## config.mk

```make
export PLATFORM = sky130hd
export DESIGN_NAME = bist_controller
export DESIGN_NICKNAME = d
export VERILOG_FILES = /design/src/rtl/bist_pkg.sv /design/src/rtl/bist_misr.sv /design/src/rtl/bist_controller.sv
export SDC_FILE = /design/constraint.sdc
export NUM_CORES = 1
export LEC_CHECK = 0
export CORE_MARGIN = 5
export CORE_UTILIZATION = 48
export CTS_CLUSTER_DIAMETER = 80
export DETAILED_ROUTE_END_ITERATION = 7
export PLACE_DENSITY_LB_ADDON = 0.08
export RECOVER_POWER = 50
export SLEW_MARGIN = 20
export SYNTH_ARGS = -nofsm -noshare
export SYNTH_HDL_FRONTEND = slang
export SYNTH_SLANG_ARGS = --single-unit
```

## constraint.sdc

```tcl
create_clock -name clk -period 2.3 [get_ports clk]
set_input_delay 0.23 -clock clk [delete_from_list [all_inputs] [get_ports clk]]
set_output_delay 0.23 -clock clk [all_outputs]
set_load 0.05 [all_outputs]
```

## src/rtl/bist_pkg.sv

```systemverilog
// Shared types and constants for the BIST sequencing datapath around the 4-bit CUT.
package bist_pkg;

  localparam int OPND_W = 4;
  localparam int RES_W  = 8;
  localparam int SIG_W  = 32;
  localparam int LFSR_W = 2 * OPND_W;

  localparam logic [LFSR_W-1:0] LFSR_SEED = 8'h01;
  localparam logic [SIG_W-1:0]  MISR_POLY = 32'h0040_0007;

  typedef enum logic [2:0] {
    ST_IDLE,
    ST_SEED,
    ST_RUN,
    ST_FLUSH,
    ST_COMPARE,
    ST_DONE
  } state_e;

  // Fibonacci LFSR, shifting left; taps 7,5,4,3 give a maximal-length sequence.
  function automatic logic [LFSR_W-1:0] lfsr_next(input logic [LFSR_W-1:0] cur);
    return {cur[LFSR_W-2:0], cur[7] ^ cur[5] ^ cur[4] ^ cur[3]};
  endfunction

endpackage

```

## src/rtl/bist_misr.sv

```systemverilog
// 32-bit multiple-input signature register with synchronous clear and 8-bit parallel input.
module bist_misr
  import bist_pkg::*;
(
  input  logic             clk,
  input  logic             rst,
  input  logic             en,
  input  logic             clr,
  input  logic [RES_W-1:0] din,
  output logic [SIG_W-1:0] sig
);

  logic [SIG_W-1:0] misr_q, misr_d;

  always_comb begin
    misr_d = misr_q;
    if (clr) begin
      misr_d = '0;
    end else if (en) begin
      misr_d = ({misr_q[SIG_W-2:0], 1'b0} ^ (misr_q[SIG_W-1] ? MISR_POLY : '0))
               ^ {{(SIG_W-RES_W){1'b0}}, din};
    end
  end

  always_ff @(posedge clk or posedge rst) begin
    if (rst) begin
      misr_q <= '0;
    end else begin
      misr_q <= misr_d;
    end
  end

  assign sig = misr_q;

endmodule

```

## src/rtl/bist_controller.sv

```systemverilog
// BIST sequencer: muxes LFSR patterns onto the CUT, compacts responses in a MISR,
// and checks the final signature against GOLDEN.
//   state   | meaning
//   IDLE    | functional pass-through, waiting for start
//   SEED    | reload LFSR, clear MISR and valid pipe, load pattern counter
//   RUN     | apply one LFSR pattern per cycle, PATTERNS cycles
//   FLUSH   | drain the CUT_LAT-deep valid pipe
//   COMPARE | capture signature and pass flag
//   DONE    | one-cycle done pulse, back on functional operands
module bist_controller
  import bist_pkg::*;
#(
  parameter int unsigned      PATTERNS = 15,
  parameter int unsigned      CUT_LAT  = 1,
  parameter logic [SIG_W-1:0] GOLDEN   = 32'h0000_0000
) (
  input  logic              clk,
  input  logic              rst,
  input  logic              en,
  input  logic              start,
  input  logic [OPND_W-1:0] a_in,
  input  logic [OPND_W-1:0] b_in,
  input  logic [RES_W-1:0]  cut_y,
  output logic [OPND_W-1:0] cut_a,
  output logic [OPND_W-1:0] cut_b,
  output logic              test_mode,
  output logic              busy,
  output logic              done,
  output logic              pass,
  output logic [SIG_W-1:0]  signature
);

  state_e state_q, state_d;

  logic [LFSR_W-1:0] lfsr_q, lfsr_d;
  logic [7:0]        cnt_q, cnt_d;
  logic              tm_q, tm_d;
  logic              done_q, done_d;
  logic              pass_q, pass_d;
  logic [SIG_W-1:0]  sig_q, sig_d;

  logic             pipe_clr, pipe_step, pipe_push, pipe_drain, vld_out;
  logic             misr_clr, misr_en;
  logic [SIG_W-1:0] misr;

  always_comb begin
    state_d   = state_q;
    lfsr_d    = lfsr_q;
    cnt_d     = cnt_q;
    pass_d    = pass_q;
    sig_d     = sig_q;
    pipe_clr  = 1'b0;
    pipe_step = 1'b0;
    pipe_push = 1'b0;
    misr_clr  = 1'b0;
    if (en) begin
      case (state_q)
        ST_IDLE: begin
          if (start) state_d = ST_SEED;
        end
        ST_SEED: begin
          lfsr_d   = LFSR_SEED;
          cnt_d    = 8'(PATTERNS - 1);
          pass_d   = 1'b0;
          pipe_clr = 1'b1;
          misr_clr = 1'b1;
          state_d  = ST_RUN;
        end
        ST_RUN: begin
          pipe_step = 1'b1;
          pipe_push = 1'b1;
          lfsr_d    = lfsr_next(lfsr_q);
          // Down-counter: terminal count marks the last pattern.
          if (cnt_q == 8'd0) begin
            state_d = (CUT_LAT == 0) ? ST_COMPARE : ST_FLUSH;
          end else begin
            cnt_d = cnt_q - 8'd1;
          end
        end
        ST_FLUSH: begin
          pipe_step = 1'b1;
          if (pipe_drain) state_d = ST_COMPARE;
        end
        ST_COMPARE: begin
          sig_d   = misr;
          pass_d  = (misr == GOLDEN);
          state_d = ST_DONE;
        end
        ST_DONE: begin
          state_d = ST_IDLE;
        end
        default: begin
          state_d = ST_IDLE;
        end
      endcase
    end
    tm_d   = (state_d inside {ST_SEED, ST_RUN, ST_FLUSH, ST_COMPARE});
    done_d = (state_d == ST_DONE);
  end

  always_ff @(posedge clk or posedge rst) begin
    if (rst) begin
      state_q <= ST_IDLE;
      lfsr_q  <= LFSR_SEED;
      cnt_q   <= '0;
      tm_q    <= 1'b0;
      done_q  <= 1'b0;
      pass_q  <= 1'b0;
      sig_q   <= '0;
    end else begin
      state_q <= state_d;
      lfsr_q  <= lfsr_d;
      cnt_q   <= cnt_d;
      tm_q    <= tm_d;
      done_q  <= done_d;
      pass_q  <= pass_d;
      sig_q   <= sig_d;
    end
  end

  // With zero CUT latency the response is valid in the same cycle as the pattern.
  if (CUT_LAT == 0) begin : g_nopipe
    assign vld_out    = (state_q == ST_RUN);
    assign pipe_drain = 1'b1;
  end else begin : g_pipe
    logic [CUT_LAT-1:0] pipe_q, pipe_d, pipe_sh;

    always_comb begin
      pipe_sh = pipe_q << 1;
      pipe_d  = pipe_q;
      if (pipe_clr) begin
        pipe_d = '0;
      end else if (pipe_step) begin
        pipe_d    = pipe_sh;
        pipe_d[0] = pipe_push;
      end
    end

    always_ff @(posedge clk or posedge rst) begin
      if (rst) begin
        pipe_q <= '0;
      end else begin
        pipe_q <= pipe_d;
      end
    end

    assign vld_out    = pipe_q[CUT_LAT-1];
    assign pipe_drain = (pipe_sh == '0);
  end

  assign misr_en = en & vld_out;

  bist_misr u_misr (
    .clk (clk),
    .rst (rst),
    .en  (misr_en),
    .clr (misr_clr),
    .din (cut_y),
    .sig (misr)
  );

  assign cut_a     = tm_q ? lfsr_q[7:4] : a_in;
  assign cut_b     = tm_q ? lfsr_q[3:0] : b_in;
  assign test_mode = tm_q;
  assign busy      = tm_q;
  assign done      = done_q;
  assign pass      = pass_q;
  assign signature = sig_q;

endmodule

```

==> out/results.ini, run 1 <==
[synthesis]
synth_common_cells = dfrtp_1, mux2_2, a22o_1
synthesis.instances = 286
synth_top_area_share = 0.571
ys_types = 43
yosysWarnings = 0
async_reset_ff_frac = 1.00
ys.flop_type = dfrtp_1
synth_top_area_cell = dfrtp_1
synth-edff-count = 0
synth_seq_area_share = 0.578
synth_area_mm2 = 0.00377
syn_avg_cell_area_um2 = 13.2
synth_area_leaders = dfrtp_1, mux2_2, a22o_1
ys_seq_elements = 87
synthesis.nets = 308
yosysMostFrequentCell = dfrtp_1

[place]
placed_area_mm2 = 0.00452
gp_congestion = 0.798
dp.cells = 442
hpwlAfterDp_um = 5170
port_buffers = 63

[routing]
totalWireLength_um = 7500
vias = 2497
drc = 0
drtIter0Drc = 165
drt_first_pass_iters = 4
viasPerCell = 5.46
drtAntennaViolNets = 0
wl_per_cell_um = 16.4

[timing]
tns_ns = 0
tightest_slew_ns = 1.05
drv_slew = 0
layout_min_cycle_time_ns = 2.21
period_share = 0.959
fmax_mhz = 453
max_slew_margin = 0.295
fin_skew_ns = 0.00569
rsz0062_at_grt = false
finalHoldViolCount = 0
setup_violations = 0

[floorplan]
core_area_mm2 = 0.00769
fp.dieH_um = 98.6
initial_utilization = 0.490
rows = 32
io_pins = 64
die_w_um = 98.6
die-area_mm2 = 0.00973

[cells_and_area]
fin_area_mm2 = 0.00469
nNetsFinal = 373
area_delta_synth_final_pct = 24.5
final_layout_size_suffix_gt1_frac = 0.197
nFillCells = 646
finalNonFillerCells = 457
num_antenna_cells = 0

[clock_network]
cts_tree = done
clkLatencyLatePin_ns = 0.35
htreeDepth = 3
cts_hold_buffers = 0
cts.sinks = 87
post_cts_buffers = 0
cts_buffers = 9
ctsResizeCount = 0
clock_path_buffers = 2
root_buffer = clkbuf_8
clkTransAtPathRegs_ns = 0.08

[critical_path]
critical_path_class = reg -> out
cp.required_ns = 2.07
r2r_setup_slack_ns = 0.34
critPathLaunch = busy
end_kind = output port
cp.arrival_ns = 1.98
cp-start-kind = flip-flop
cp-endpoint = cut_a[0]
r2r_start = state_q[2]
cp_max_fo = 10
r2r_end = cnt_q[5]
rr_worst_depth = 5

[power]
power_leakage_nw = 2.14
peakVddDrop_uv = 719
power.density_mw_per_mm2 = 1210

[status]
status = complete, no violations

[grt]
grt_pass1_vias = 2584
antenna_found_initial = 0
grt_max_degree = 50
globalRouteOverflowTotal = 0
grt_use_total = 0.166
grt_pass1_wl_um = 12900

[flow_run]
cap_violations = 0

[worst_hold_path]
min_path_type = reg -> reg

## power by group
group,internal (mW),switching (mW)
clock,0.608,0.538
combinational,0.909,1.33
sequential,1.90,0.381
## flip-flops by register name (all words and copies together), names as in the netlist
signal / cells
signature: 32
u_misr.sig: 32
cnt_q: 8
lfsr_q: 8
state_q: 3
busy: 1
done: 1
g_pipe.pipe_q: 1
pass: 1
## metal layers
metal  vias up  global-route usage  wire, um
met4         0              0.0788       131
met3         9              0.0425       412
met1      1243               0.229      3510
met2        58               0.244      3450
met5         -                   0         0
li1       1187                   -         -
## how the worst min path moves through the flow
stage                              from            end  slack, ns  depth (start not counted)
after floorplan                   start           busy       0.41                          2
after global placement             pass           pass       0.46                          1
after detailed placement           pass           pass       0.49                          1
after CTS                           rst      lfsr_q[6]       0.27                          2
after global routing       signature[7]   signature[7]       0.52                          1
final                     signature[16]  signature[16]       0.50                          1
## cells by family after synthesis
kind of cell               count (synthesis)  share of synthesized area
DFF                                       87                      0.578
AOI/OAI and AO/OA                         64                      0.129
and+or+nand+nor                           48                     0.0783
muxes                                     42                      0.125
buffers and inverters                     26                     0.0382
xor gates and xnor gates                  17                     0.0445
adders and majority gates                  2                    0.00664
## critical path, cell delays in order, from the launching register on
cell and delay [ns]:
dfrtp_1 0.55, mux2_2 0.38, clkdlybuf4s50_1 0.70
## stage by stage
stage	util	hold WS, ns	power [mW]	setup slack (ns)
floorplan	-	0.411	3.92	0.615
global placement	0.587	0.464	4.56	0.300
detailed placement	0.587	0.489	4.60	0.233
CTS	0.615	0.274	5.76	0.0621
global route	0.610	0.523	5.99	0.00623
finish	0.610	0.499	5.66	0.0936
## layout make-up
class	instances	area, um2	share of cell area
flip-flops and latches	87	2180	0.464
clock buffers	10	128	0.0272
clock inverters	5	83.8	0.0179
inverters	5	20.0	0.00427
multi-input cells	173	1450	0.309
repair buffers	75	706	0.150
well taps	102	128	0.0272
## cells in the final DEF (no fill, tap or decap), types with 8 or more instances in the layout
cell type | synthesis | layout
o21ai_0 | 9 | 9
a21oi_1 | 9 | 8
clkdlybuf4s50_1 | 0 | 56
dfrtp_1 | 86 | 86
xor2_1 | 11 | 11
a22o_1 | 39 | 39
mux2_2 | 40 | 40
clkbuf_8 | 0 | 9
nor4_1 | 9 | 9
(Power assumes the default switching activity.)
==> run 2: changes to the inputs <==
--- a/config.mk
+++ b/config.mk
@@ -11,6 +11,7 @@
 export DETAILED_ROUTE_END_ITERATION = 7
 export PLACE_DENSITY_LB_ADDON = 0.08
 export RECOVER_POWER = 50
+export REMOVE_ABC_BUFFERS = 1
 export SLEW_MARGIN = 20
 export SYNTH_ARGS = -nofsm -noshare
 export SYNTH_HDL_FRONTEND = slang
==> out/results.ini, run 2 (same netlist as run 1, synthesis figures left out) <==
[critical_path]
critPathBufInv = 1  ; unchanged
cp_max_fo = 10  ; unchanged
cp.required_ns = 2.07  ; about the same
cpPeakStageDelay_ns = 0.70  ; about the same
cp_cell_sequence = mux2_2, clkdlybuf4s50_1
end_kind = output port
cp.arrival_ns = 1.99  ; about the same
critical_path_class = reg -> out
cp-start-kind = flip-flop
cp_slowest_cell = clkdlybuf4s50_1
crit_family = buffers and inverters

[routing]
drc = 0  ; unchanged
drt_first_pass_iters = 4  ; unchanged
wl_per_cell_um = 16.6  ; +0.98%
vias = 2499  ; +0.080%
drtIter0Drc = 89  ; -46%
viasPerCell = 5.46  ; -0.14%
drtAntennaViolNets = 0  ; unchanged
totalWireLength_um = 7590  ; +1.2%

[worst_hold_path]
min_path_type = in -> async

[cells_and_area]
layout_common_cells = dfrtp_1, clkdlybuf4s50_1, mux2_2, a22o_1, xor2_1
postLayoutCoreUtil = 0.609  ; -0.00114
final_layout_size_suffix_gt1_frac = 0.208  ; +0.0107
area_delta_synth_final_pct = 24.2
num_antenna_cells = 0  ; unchanged
nNetsFinal = 373  ; unchanged
final_common_cell = dfrtp_1

[floorplan]
rows = 32  ; unchanged
core_area_mm2 = 0.00769  ; unchanged
fp.dieH_um = 98.6  ; unchanged
initial_utilization = 0.490  ; unchanged
io_pins = 64  ; unchanged
die-area_mm2 = 0.00973  ; unchanged
die_w_um = 98.6  ; unchanged

[power]
power.density_mw_per_mm2 = 1180  ; -2.4%
peakVddDrop_uv = 889  ; +24%
pwr-share-seq = 0.414  ; +0.011
internal-power_mw = 3.25  ; -5.0%
sw_frac_of_total = 0.411  ; +0.0147
power_leakage_nw = 2.17  ; +1.3%
p_comb_frac = 0.409  ; +0.014
total_power_mw = 5.51  ; -2.6%
p_sw_mw = 2.27  ; +1.0%
clockPowerShare = 0.178  ; -0.024

[timing]
layout_min_cycle_time_ns = 2.22  ; +0.0180 ns
rsz0062_at_grt = false
drv_slew = 0  ; unchanged
period_share = 0.967  ; +0.00784
tightest_slew_ns = 0.925  ; -0.127 ns
max_slew_margin = 0.383  ; +0.0886
finalHoldViolCount = 0  ; unchanged
fin_skew_ns = 0.00916  ; +0.00348 ns
setup_violations = 0  ; unchanged
fmax_mhz = 450  ; -0.81%

[clock_network]
cts_tree = done
cts_buffers = 9  ; unchanged
htreeDepth = 3  ; unchanged
root_buffer = clkbuf_8
clkTransAtPathRegs_ns = 0.09  ; about the same
clock_path_buffers = 2  ; unchanged
clkLatencyLatePin_ns = 0.35  ; about the same
cts.sinks = 87  ; unchanged

[place]
port_buffers = 63  ; unchanged
gp_congestion = 0.776  ; -2.7%
hpwlAfterDp_um = 5040  ; -2.5%

[grt]
grt_pass1_vias = 2563  ; -0.81%
grt_pass1_wl_um = 12900  ; unchanged
grt_max_degree = 39  ; -22%
globalRouteOverflowTotal = 0  ; unchanged
grt_use_total = 0.164  ; -0.00183
antenna_found_initial = 0  ; unchanged

[flow_run]
cap_violations = 0  ; unchanged

[status]
status = complete, no violations

run 2: cell types whose count changed in the layout (fill, tap and decap cells not counted), sizes merged:
cell           before  now
clkinv              1    4
bufinv              2    0
dlymetal6s2s        0    2
clkdlybuf4s50      56   55
clkinvlp            3    2
dlygate4sd3         7    6
inv                 4    5
run 2: path summary, 6_finish.rpt:
check,from,endpoint,slack (ns),cells past startpoint
min reg2reg,signature[16],signature[16],0.48,1
max,busy,cut_b[0],0.08,2
min,rst,lfsr_q[6],0.47,2
max in group asynchronous,rst,u_misr.sig[16],0.47,3
max reg2reg,state_q[2],cnt_q[5],0.35,5
min in group clk,signature[16],signature[16],0.48,1
run 2: power groups by stage:
stage / combinational, mW / sequential [mW] / clock, mW
floorplan: 1.16 / 2.66 / 0
global placement: 2.26 / 2.30 / 0
detailed placement: 2.28 / 2.31 / 0
CTS: 2.30 / 2.28 / 1.01
global route: 2.41 / 2.34 / 1.07
finish: 2.25 / 2.28 / 0.979
run 2: cell type report:
class                      count  area, um2
fill                         640       3000
sequential                    87       2180
multi-input combinational    173       1450
timing repair buffer          75        722
clock buffer                  10        138
tap                          102        128
clock inverter                 6       43.8
inverter                       5       20.0
run 2: worst reg2reg max path: cells and delay by family (launching register included):
family                 cells  cell delay [ns]
AND/OR/NAND/NOR            3             0.89
flip-flops                 1             0.50
buffers and inverters      1             0.36
AO/OA/AOI/OAI              1             0.15
run 2: per-layer routing:
| metal | global-route usage | wire [um] |
|---|---|---|
| met1 | 0.228 | 3610 |
| met2 | 0.253 | 3540 |
| met3 | 0.0326 | 300 |
| met4 | 0.0662 | 129 |
| met5 | 0 | 0 |
run 2: what timing repair did:
item | 4_1_cts | 5_1_grt
buffers inserted | 0 | 0
hold buffers | 0 | 0
endpoints found under the setup margin | 0 | 2
resized for setup | 0 | 2
run 2: through the flow:
stage | worst slack, ns | TNS [ns] | instances | instance area (um2) | hold slack (ns)
finish | 0.0756 | 0 | 458 | 4680 | 0.471
global route | 0.00202 | 0 | 458 | 4680 | 0.504
CTS | 0.0391 | 0 | 458 | 4710 | 0.170
detailed placement | 0.365 | 0 | 442 | 4530 | 0.474
global placement | 0.383 | 0 | 442 | 4530 | 0.471
floorplan | -0.198 | -21.69 | 265 | 3640 | 0.326
